File: config.mk
export PLATFORM = sky130hd
export DESIGN_NAME = sync_fifo
export DESIGN_NICKNAME = d
export VERILOG_FILES = /design/src/rtl/sync_fifo.sv
export SDC_FILE = /design/constraint.sdc
export NUM_CORES = 1
export LEC_CHECK = 0
export ABC_AREA = 1
export CAP_MARGIN = 10
export CORE_MARGIN = 1.5
export CORE_UTILIZATION = 30
export CTS_CLUSTER_SIZE = 30
export DETAILED_ROUTE_END_ITERATION = 16
export GPL_TIMING_DRIVEN = 0
export PLACE_DENSITY = 0.48
export SLEW_MARGIN = 20
export SYNTH_ARGS = -nofsm -noshare
export SYNTH_HDL_FRONTEND = slang
export SYNTH_SLANG_ARGS = --single-unit
File: constraint.sdc
create_clock -name clk -period 3.64 [get_ports clk]
set_clock_uncertainty 0.05 [all_clocks]
set_input_delay 1.092 -clock clk [delete_from_list [all_inputs] [get_ports clk]]
set_output_delay 1.092 -clock clk [all_outputs]
set_load 0.02 [all_outputs]
File: src/rtl/sync_fifo.sv
// Single-clock circular FIFO; pointers carry an extra wrap bit so full/empty
// fall out of a plain compare. Head is read asynchronously for same-cycle pops.
module sync_fifo #(
   parameter int WIDTH = 16,
   parameter int DEPTH = 16,
   localparam int AW   = $clog2(DEPTH)
) (
   input  logic             clk,
   input  logic             rst,
   input  logic             push,
   input  logic [WIDTH-1:0] din,
   input  logic             pop,
   output logic [WIDTH-1:0] head,
   output logic             full,
   output logic             empty,
   output logic [AW:0]      count
);

   localparam logic [AW:0] PTR_ONE = 1;

   logic [WIDTH-1:0] mem [DEPTH];
   logic [AW:0]      wr_ptr_reg;
   logic [AW:0]      rd_ptr_reg;
   logic [AW:0]      wr_ptr_next;
   logic [AW:0]      rd_ptr_next;
   logic             do_push;
   logic             do_pop;

   assign empty   = (wr_ptr_reg == rd_ptr_reg);
   assign full    = (wr_ptr_reg[AW] != rd_ptr_reg[AW]) &&
                    (wr_ptr_reg[AW-1:0] == rd_ptr_reg[AW-1:0]);
   assign count   = wr_ptr_reg - rd_ptr_reg;
   assign do_push = push && !full;
   assign do_pop  = pop && !empty;
   assign head    = mem[rd_ptr_reg[AW-1:0]];

   always_comb begin
      wr_ptr_next = wr_ptr_reg;
      rd_ptr_next = rd_ptr_reg;
      if (do_push) wr_ptr_next = wr_ptr_reg + PTR_ONE;
      if (do_pop)  rd_ptr_next = rd_ptr_reg + PTR_ONE;
   end

   always_ff @(posedge clk) begin
      if (rst) begin
         wr_ptr_reg <= '0;
         rd_ptr_reg <= '0;
      end else begin
         wr_ptr_reg <= wr_ptr_next;
         rd_ptr_reg <= rd_ptr_next;
      end
   end

   // Storage carries no reset so it maps onto distributed RAM.
   always_ff @(posedge clk) begin
      if (do_push) mem[wr_ptr_reg[AW-1:0]] <= din;
   end

endmodule

* After elaboration in Yosys (flattened, before gate mapping)
Memories as Yosys holds them, arrays and structs flattened. A register that Yosys moved wholly into a read port is not among the register bits.
Cells that the tools add are included.
** Word-level totals
- Bits in registers :: 10
- Memory bits (writable) :: 256
- Input bits :: 20
- Output and inout port bits :: 23
- Logic and storage cells :: 18
- Memories :: 1
** Cells by class
- $add $sub $neg :: 3
- Eq/ne operators :: 3
- Mux-type cells :: 4
- Reduce and logical (&&, ||, !) cells :: 5
** Memory list
- mem :: words 16, bits a word 16, rd ports 1, clocked after Yosys merged registers in 1, write ports 1, line 21 : logic [WIDTH-1:0] mem [DEPTH];
** Operator list (number)
- 5-bit by 1-bit adder with 5-bit output, second input constant :: 2
- 4-bit two-way mux :: 2
- 5-bit equality test :: 1
- 5-bit subtractor :: 1
- 4-bit equality test :: 1
- 1-bit logical AND :: 3
- 1-bit zero test :: 2
- 1-bit two-way mux :: 2
- 1-bit != test :: 1

* Depth between registers and ports, before layout
Gate-level depths: netlist of the first run.
- Word-level depth :: 6
- Gate-level depth with buffers :: 10
- Depth with buffers taken out :: 9

* Worst setup path before layout of the first run
Ideal clock, no wire load.
- Path type :: register to register
- Start point :: register rd_ptr_reg[2]
- End point :: memory mem[3][0], enable pin
- Setup time :: 0.409 ns
- Data arrival time :: 2.384 ns
- Required time :: 3.181 ns
- Slack :: 0.797 ns
- Stages on the path, launching flop included :: 9
- Path buffers :: 1
- Clock period less this slack :: 2.843 ns
- Cells stage by stage :: dfxtp_1 -> clkbuf_1 -> inv_1 -> ha_1 -> nand2_2 -> nor2_4 -> nand2_4 -> nand2_8 -> nor3_1
** On the way
- Word-level cells in the longest chain between the ends :: 6
** RTL lines
- from (decl) :: line 23 : logic [AW:0] rd_ptr_reg;
- from (signal assigned) :: line 50 : rd_ptr_reg <= rd_ptr_next;
- 4-bit equality test :: line 31 : (wr_ptr_reg[AW-1:0] == rd_ptr_reg[AW-1:0]);
- 1-bit logical AND :: line 30 : assign full = (wr_ptr_reg[AW] != rd_ptr_reg[AW]) &&
- 1-bit zero test :: line 33 : assign do_push = push && !full;
- 1-bit logical AND :: line 33
- 1-bit two-way mux :: line 56 : if (do_push) mem[wr_ptr_reg[AW-1:0]] <= din;
- 1-bit two-way mux (not written as such) :: line 56
- to (decl) :: line 21
Every way passes these cells.

==> flow_summary.json, run 1 <==
{
  "status": "finished clean",
  "postRouteAntennaNets": 0,
  "grt_antenna_before_repair": 0,
  "die_h_um": 203,
  "postSynth.asyncResetShare_pct": 0,
  "setup.worst_path.start_class": "register",
  "critPathCaptureType": "primary output",
  "cts_hold_repair.buffers": 0,
  "grt_setup_unrepaired": "false",
  "drive_above_1_share_pct": 11.6,
  "synth_nets": 1203,
  "grt_use_total_pct": 17.0,
  "number_of_enable_type_register_cells_in_the_synthesized_netlist": 256,
  "layer_with_the_highest_usage": "met2",
  "timing.critical_path.fanout_max": 10,
  "design.die.area_um2": 41100,
  "first_global_vias": 7880,
  "global_route_met3_usage_pct": 3.00,
  "reg2reg_slack_ps": 1170,
  "routed-via-count": 8183,
  "power.switching_mw": 2.25,
  "cts_made_buffers": 30,
  "route.detailed.drc": 0,
  "maxSlewViolCount": 0,
  "timing_worst_slew_pin_value_ps": 1070,
  "seqCellArea_um2": 7970,
  "criticalPathCategory": "register to primary output",
  "largest_register_ffs": 256,
  "period_share_pct": 98.0,
  "seqPwrFrac_pct": 43.8,
  "die_w_um": 203,
  "grt_first_pass_wirelength_mm": 51.3,
  "netlist_instances": 1173,
  "cp.arrival_ps": 2430,
  "port-buffer-count": 41,
  "timing.final.setup_violations": 0,
  "gp_routability_congestion": 0.860,
  "layout-area-overhead-vs-synth_pct": 19.4,
  "cts-root-buf": "clkbuf_16",
  "worstRegToRegCells": 9,
  "timing.slew.headroom_pct": 28.2,
  "postCtsSetupRepairBufs": 0,
  "rr_endpoint": "mem[2][14]",
  "clock_power_share_pct": 38.3,
  "synth_top_cell_by_area": "edfxtp_1",
  "leakage_nw": 6.06,
  "worstReg2RegStart": "wr_ptr_reg[3]",
  "hold_viol_final": 0,
  "required_ps": 2500,
  "critical_path.endpoint": "head[1]",
  "final_nets": 1291,
  "post-dp-hpwl_mm": 23.8,
  "share_comb_of_total_power_pct": 17.9,
  "cts_tree": "built",
  "postCtsResizedCells": 46,
  "clk_lat_worst_skew_ps": 550,
  "yosysWarningCount": 0,
  "boundaryPins": 43,
  "synthFlopType": "edfxtp_1",
  "yosys.cell_types.count": 26,
  "clock_path_buffers": 3,
  "fmaxAchievable_mhz": 280,
  "global_route.overflow_total": 0,
  "syn_area_um2": 12000,
  "internal_power_of_the_cells_mw": 5.68,
  "drt_iter0_drcs": 674,
  "wire_per_inst_um": 19.3,
  "initial_utilization_pct": 30.7,
  "vias_per_cell": 4.54,
  "htree_levels": 1,
  "period_needed_ps": 3570,
  "post_synth_main_area_contributors": "edfxtp_1 64%, nand2_1 11%, nand3_1 8.5%",
  "final.fill_count": 3869,
  "switching_share_pct": 28.3,
  "grt_use_met1_pct": 24.0,
  "power_mw": 7.93,
  "cap_viol_max_count": 0,
  "floorplan.core_area_um2": 39000,
  "pre_cts_slack_ps": -88.6,
  "post-route-worst-setup-slack_ps": 71.5,
  "sequential_area_share_after_synthesis_pct": 66.6,
  "met2_usage_pct": 27.5,
  "grt_start_max_net_pins": 17,
  "detail_route.wirelength_mm": 34.7,
  "placement_rows": 72,
  "syn-mean-instance-area_um2": 10.2,
  "irDropWorstVdd_uv": 283,
  "min_path_type": "register to register",
  "clock_sink_count": 270,
  "cts.reportedPaths.clkPinSlew_ps": 60,
  "multi_input_area_um2": 2930,
  "drtPass1Iterations": 7,
  "ys_seq_elements": 270,
  "power_density_nw_per_um2": 555,
  "antenna-diode-count": 0,
  "synth.top_cell.area_share_pct": 64.2
}
==> synth_stat cells (all sizes together), types with 3 or more instances <==
cell type	number
a21oi	10
buf	46
clkbuf	8
dfxtp	14
edfxtp	256
ha	9
inv	214
nand2	371
nand3	204
nand4	4
nor2	24
nor3	3
o21ai	4
xor2	5
==> worst min-delay path by stage <==
| stage | cells after the start | slack, ps | endpoint | start |
|---|---|---|---|---|
| finish | 2 | 470 | rd_ptr_reg[4] | rd_ptr_reg[4] |
| global route | 2 | 510 | wr_ptr_reg[0] | wr_ptr_reg[0] |
| floorplan | 2 | 430 | rd_ptr_reg[4] | rd_ptr_reg[4] |
| detailed placement | 2 | 460 | rd_ptr_reg[4] | rd_ptr_reg[4] |
| CTS | 2 | 470 | rd_ptr_reg[4] | rd_ptr_reg[4] |
| global placement | 2 | 450 | rd_ptr_reg[4] | rd_ptr_reg[4] |
==> metal layers <==
metal | wire, um | up-vias
met4 | 552 | 0
li1 | - | 3965
met3 | 1860 | 39
met1 | 16200 | 3983
met5 | 0 | -
met2 | 16100 | 196
==> power by group through the flow <==
stage               registers [mW]  clock network (mW)  logic [mW]
floorplan                     3.53                   0       0.817
global placement              3.53                   0        1.43
detailed placement            3.53                   0        1.45
CTS                           3.47                3.09        1.43
global route                  3.47                3.21        1.54
finish                        3.47                3.04        1.42
==> critical path, stage by stage (launching register included) <==
cell and delay (ps):
dfxtp_1 340, inv_2 200, clkbuf_4 300, nand3_1 150
nand3_1 220, nand3_1 100, nand2_1 200, dlygate4sd2_1 360
==> kinds of logic (layout without fill, tap and decap cells) <==
logic type / Yosys count / count (layout) / synth area share, %
xor gates and xnor gates: 5 / 5 / 0.366
and+or+nand+nor: 606 / 606 / 21.9
adders and majority gates: 10 / 10 / 1.11
DFF: 270 / 270 / 66.6
buffers and inverters: 268 / 380 / 9.38
AOI/OAI and AO/OA: 14 / 14 / 0.648
==> final cells by class <==
cell class                      count  area share (%)
Sequential cell                   270            55.8
Multi-Input combinational cell    635            20.5
Clock buffer                       40            5.72
Inverter                          214            5.67
Tap cell                          518            4.53
Timing Repair Buffer               58            4.08
Buffer                             52            2.55
Clock inverter                     16            1.16
==> through the flow <==
stage	utilization (%)	TNS [ps]	hold slack, ps	cells	cell area [um^2]
floorplan	-	0	432	1173	12000
global placement	33.4	-82410	454	1732	13000
detailed placement	34.0	-253	459	1749	13300
CTS	36.6	0	467	1803	14300
global route	36.6	0	508	1803	14300
finish	36.6	0	465	1803	14300
==> cell usage in the layout, fill, tap and decap left out, types with 10 or more instances in the layout <==
| master | Yosys | routed |
|---|---|---|
| inv_1 | 211 | 211 |
| dlygate4sd2_1 | 0 | 17 |
| clkdlybuf4s50_1 | 0 | 20 |
| nor2_1 | 23 | 10 |
| buf_6 | 3 | 16 |
| dfxtp_1 | 14 | 10 |
| clkbuf_16 | 0 | 30 |
| nand3_1 | 204 | 204 |
| buf_2 | 24 | 15 |
| nand2_1 | 359 | 359 |
| edfxtp_1 | 256 | 256 |
| nor2_2 | 0 | 12 |
| buf_4 | 15 | 27 |
(Power assumes the default switching activity.)
==> run 2: changes to the inputs <==
--- a/config.mk
+++ b/config.mk
@@ -7,6 +7,7 @@
 export LEC_CHECK = 0
 export ABC_AREA = 1
 export CAP_MARGIN = 10
+export CORE_ASPECT_RATIO = 0.8
 export CORE_MARGIN = 1.5
 export CORE_UTILIZATION = 30
 export CTS_CLUSTER_SIZE = 30
==> flow_summary.json, run 2 (synthesized netlist as in run 1, its figures left out) <==
{
  "status": "finished clean",
  "vias_per_cell": 4.44,
  "cp_common_cell": "nand3_1",
  "clock_path_buffers": 3,
  "routed-via-count": 8066,
  "fmaxAchievable_mhz": 284,
  "clk_lat_worst_skew_ps": 560,
  "timing_worst_slew_pin_value_ps": 786,
  "grt_antenna_before_repair": 0,
  "htree_levels": 1,
  "grt_first_pass_wirelength_mm": 49.8,
  "switching_share_pct": 28.9,
  "clock_sink_count": 270,
  "wire_per_inst_um": 18.6,
  "fin_worst_hold_slack_ps": 473,
  "leakage_nw": 5.96,
  "power_density_nw_per_um2": 536,
  "port-buffer-count": 41,
  "grt_start_max_net_pins": 17,
  "grt_setup_unrepaired": "false",
  "clock_power_share_pct": 35.9,
  "fin_cells": 1816,
  "worstReg2RegStart": "wr_ptr_reg[3]",
  "cts_made_buffers": 29,
  "cts.reportedPaths.clkPinSlew_ps": 60,
  "drt_iter0_drcs": 656,
  "final_common_cell": "nand2_1",
  "critPathCaptureType": "primary output",
  "irDropWorstVdd_uv": 373,
  "timing.critical_path.fanout_max": 10,
  "antenna-diode-count": 0,
  "placement_rows": 65,
  "worst_path_largest_cell_delay_ps": 410,
  "timing.final.setup_violations": 0,
  "floorplan.core_area_um2": 39400,
  "cp.arrival_ps": 2380,
  "postRouteAntennaNets": 0,
  "post-dp-hpwl_mm": 23.2,
  "layout-area-overhead-vs-synth_pct": 18.4,
  "maxSlewViolCount": 0,
  "worstPathCellList": "buf_4, buf_4, nand2_1, nand3_1, nand3_1, nand3_1, nand2_1, dlygate4sd2_1",
  "route.detailed.drc": 0,
  "dpl.cell_count": 1766,
  "timing.slew.headroom_pct": 47.4,
  "drtPass1Iterations": 5,
  "cts-root-buf": "clkbuf_16",
  "global_route.overflow_total": 0,
  "cap_viol_max_count": 0,
  "power_mw": 7.60,
  "power.switching_mw": 2.20,
  "die_w_um": 226,
  "setup.worst_path.start_class": "register",
  "final_util_pct": 36.0,
  "first_global_vias": 7729,
  "pre_cts_slack_ps": 27.1,
  "gp_routability_congestion": 0.782,
  "final_nets": 1289,
  "seqPwrFrac_pct": 45.7,
  "cts_tree": "built",
  "drive_above_1_share_pct": 11.5,
  "initial_utilization_pct": 30.4,
  "post_route_setup_tns_ps": 0,
  "layout.cells.most_common_list": "358 x nand2_1, 256 x edfxtp_1, 211 x inv_1",
  "final.fill_count": 3940,
  "grt_use_total_pct": 16.7,
  "period_share_pct": 96.9,
  "die_h_um": 182,
  "internal_power_of_the_cells_mw": 5.40,
  "detail_route.wirelength_mm": 33.8,
  "postCtsSetupRepairBufs": 0,
  "min_path_type": "register to register",
  "timing.hold.worst.start": "rd_ptr_reg[4]",
  "criticalPathCategory": "register to primary output",
  "crit_slowest_cell": "dfxtp_1",
  "share_comb_of_total_power_pct": 18.5,
  "largest_register_ffs": 256,
  "finalInstanceArea_um2": 14200,
  "cts_hold_repair.buffers": 0,
  "design.die.area_um2": 41100,
  "boundaryPins": 43,
  "post_dp_cell_area_um2": 13300,
  "hold_viol_final": 0,
  "post-route-worst-setup-slack_ps": 114,
  "period_needed_ps": 3530,
  "required_ps": 2500
}
## run 2: final timing paths
path / slack [ps] / cells past startpoint / end
min reg2reg: 470 / 2 / rd_ptr_reg[4]
max: 110 / 8 / head[3]
min: 470 / 2 / rd_ptr_reg[4]
max reg2reg: 1070 / 9 / mem[14][2]
## run 2: routing by layer
| metal | track usage, % | wire, um | vias to the layer above |
|---|---|---|---|
| li1 | - | - | 3954 |
| met3 | 3.37 | 2310 | 54 |
| met4 | 3.57 | 654 | 0 |
| met2 | 25.6 | 14900 | 240 |
| met5 | 0 | 0 | - |
| met1 | 24.3 | 16000 | 3818 |
## run 2: what timing repair did
item | CTS | global route
setup endpoints to repair | 21 | 11
hold endpoints to repair | 0 | 0
gates resized for setup | 38 | 18
## run 2: area by class of cell
type | instances | area, um^2 | share of cell area, %
sequential | 270 | 7970 | 56.2
multi-input combinational | 635 | 2960 | 20.9
inverter | 214 | 811 | 5.72
clock buffer | 33 | 741 | 5.23
tap | 536 | 671 | 4.73
timing repair buffer | 57 | 558 | 3.94
buffer | 52 | 339 | 2.39
clock inverter | 19 | 118 | 0.830
## run 2: power by group through the flow
stage          sequential (mW)  clock (mW)  combinational, mW
6_report                  3.47        2.72               1.40
5_1_grt                   3.47        2.88               1.53
4_1_cts                   3.47        2.76               1.41
3_5_place_dp              3.53           0               1.44
3_3_place_gp              3.53           0               1.42
2_1_floorplan             3.53           0              0.817
## run 2: critical path, delay by kind of cell (launching register included)
| family | cells | cell delay (ps) |
|---|---|---|
| AND/OR/NAND/NOR | 5 | 560 |
| flip-flops | 1 | 410 |
| buffers and inverters | 3 | 840 |
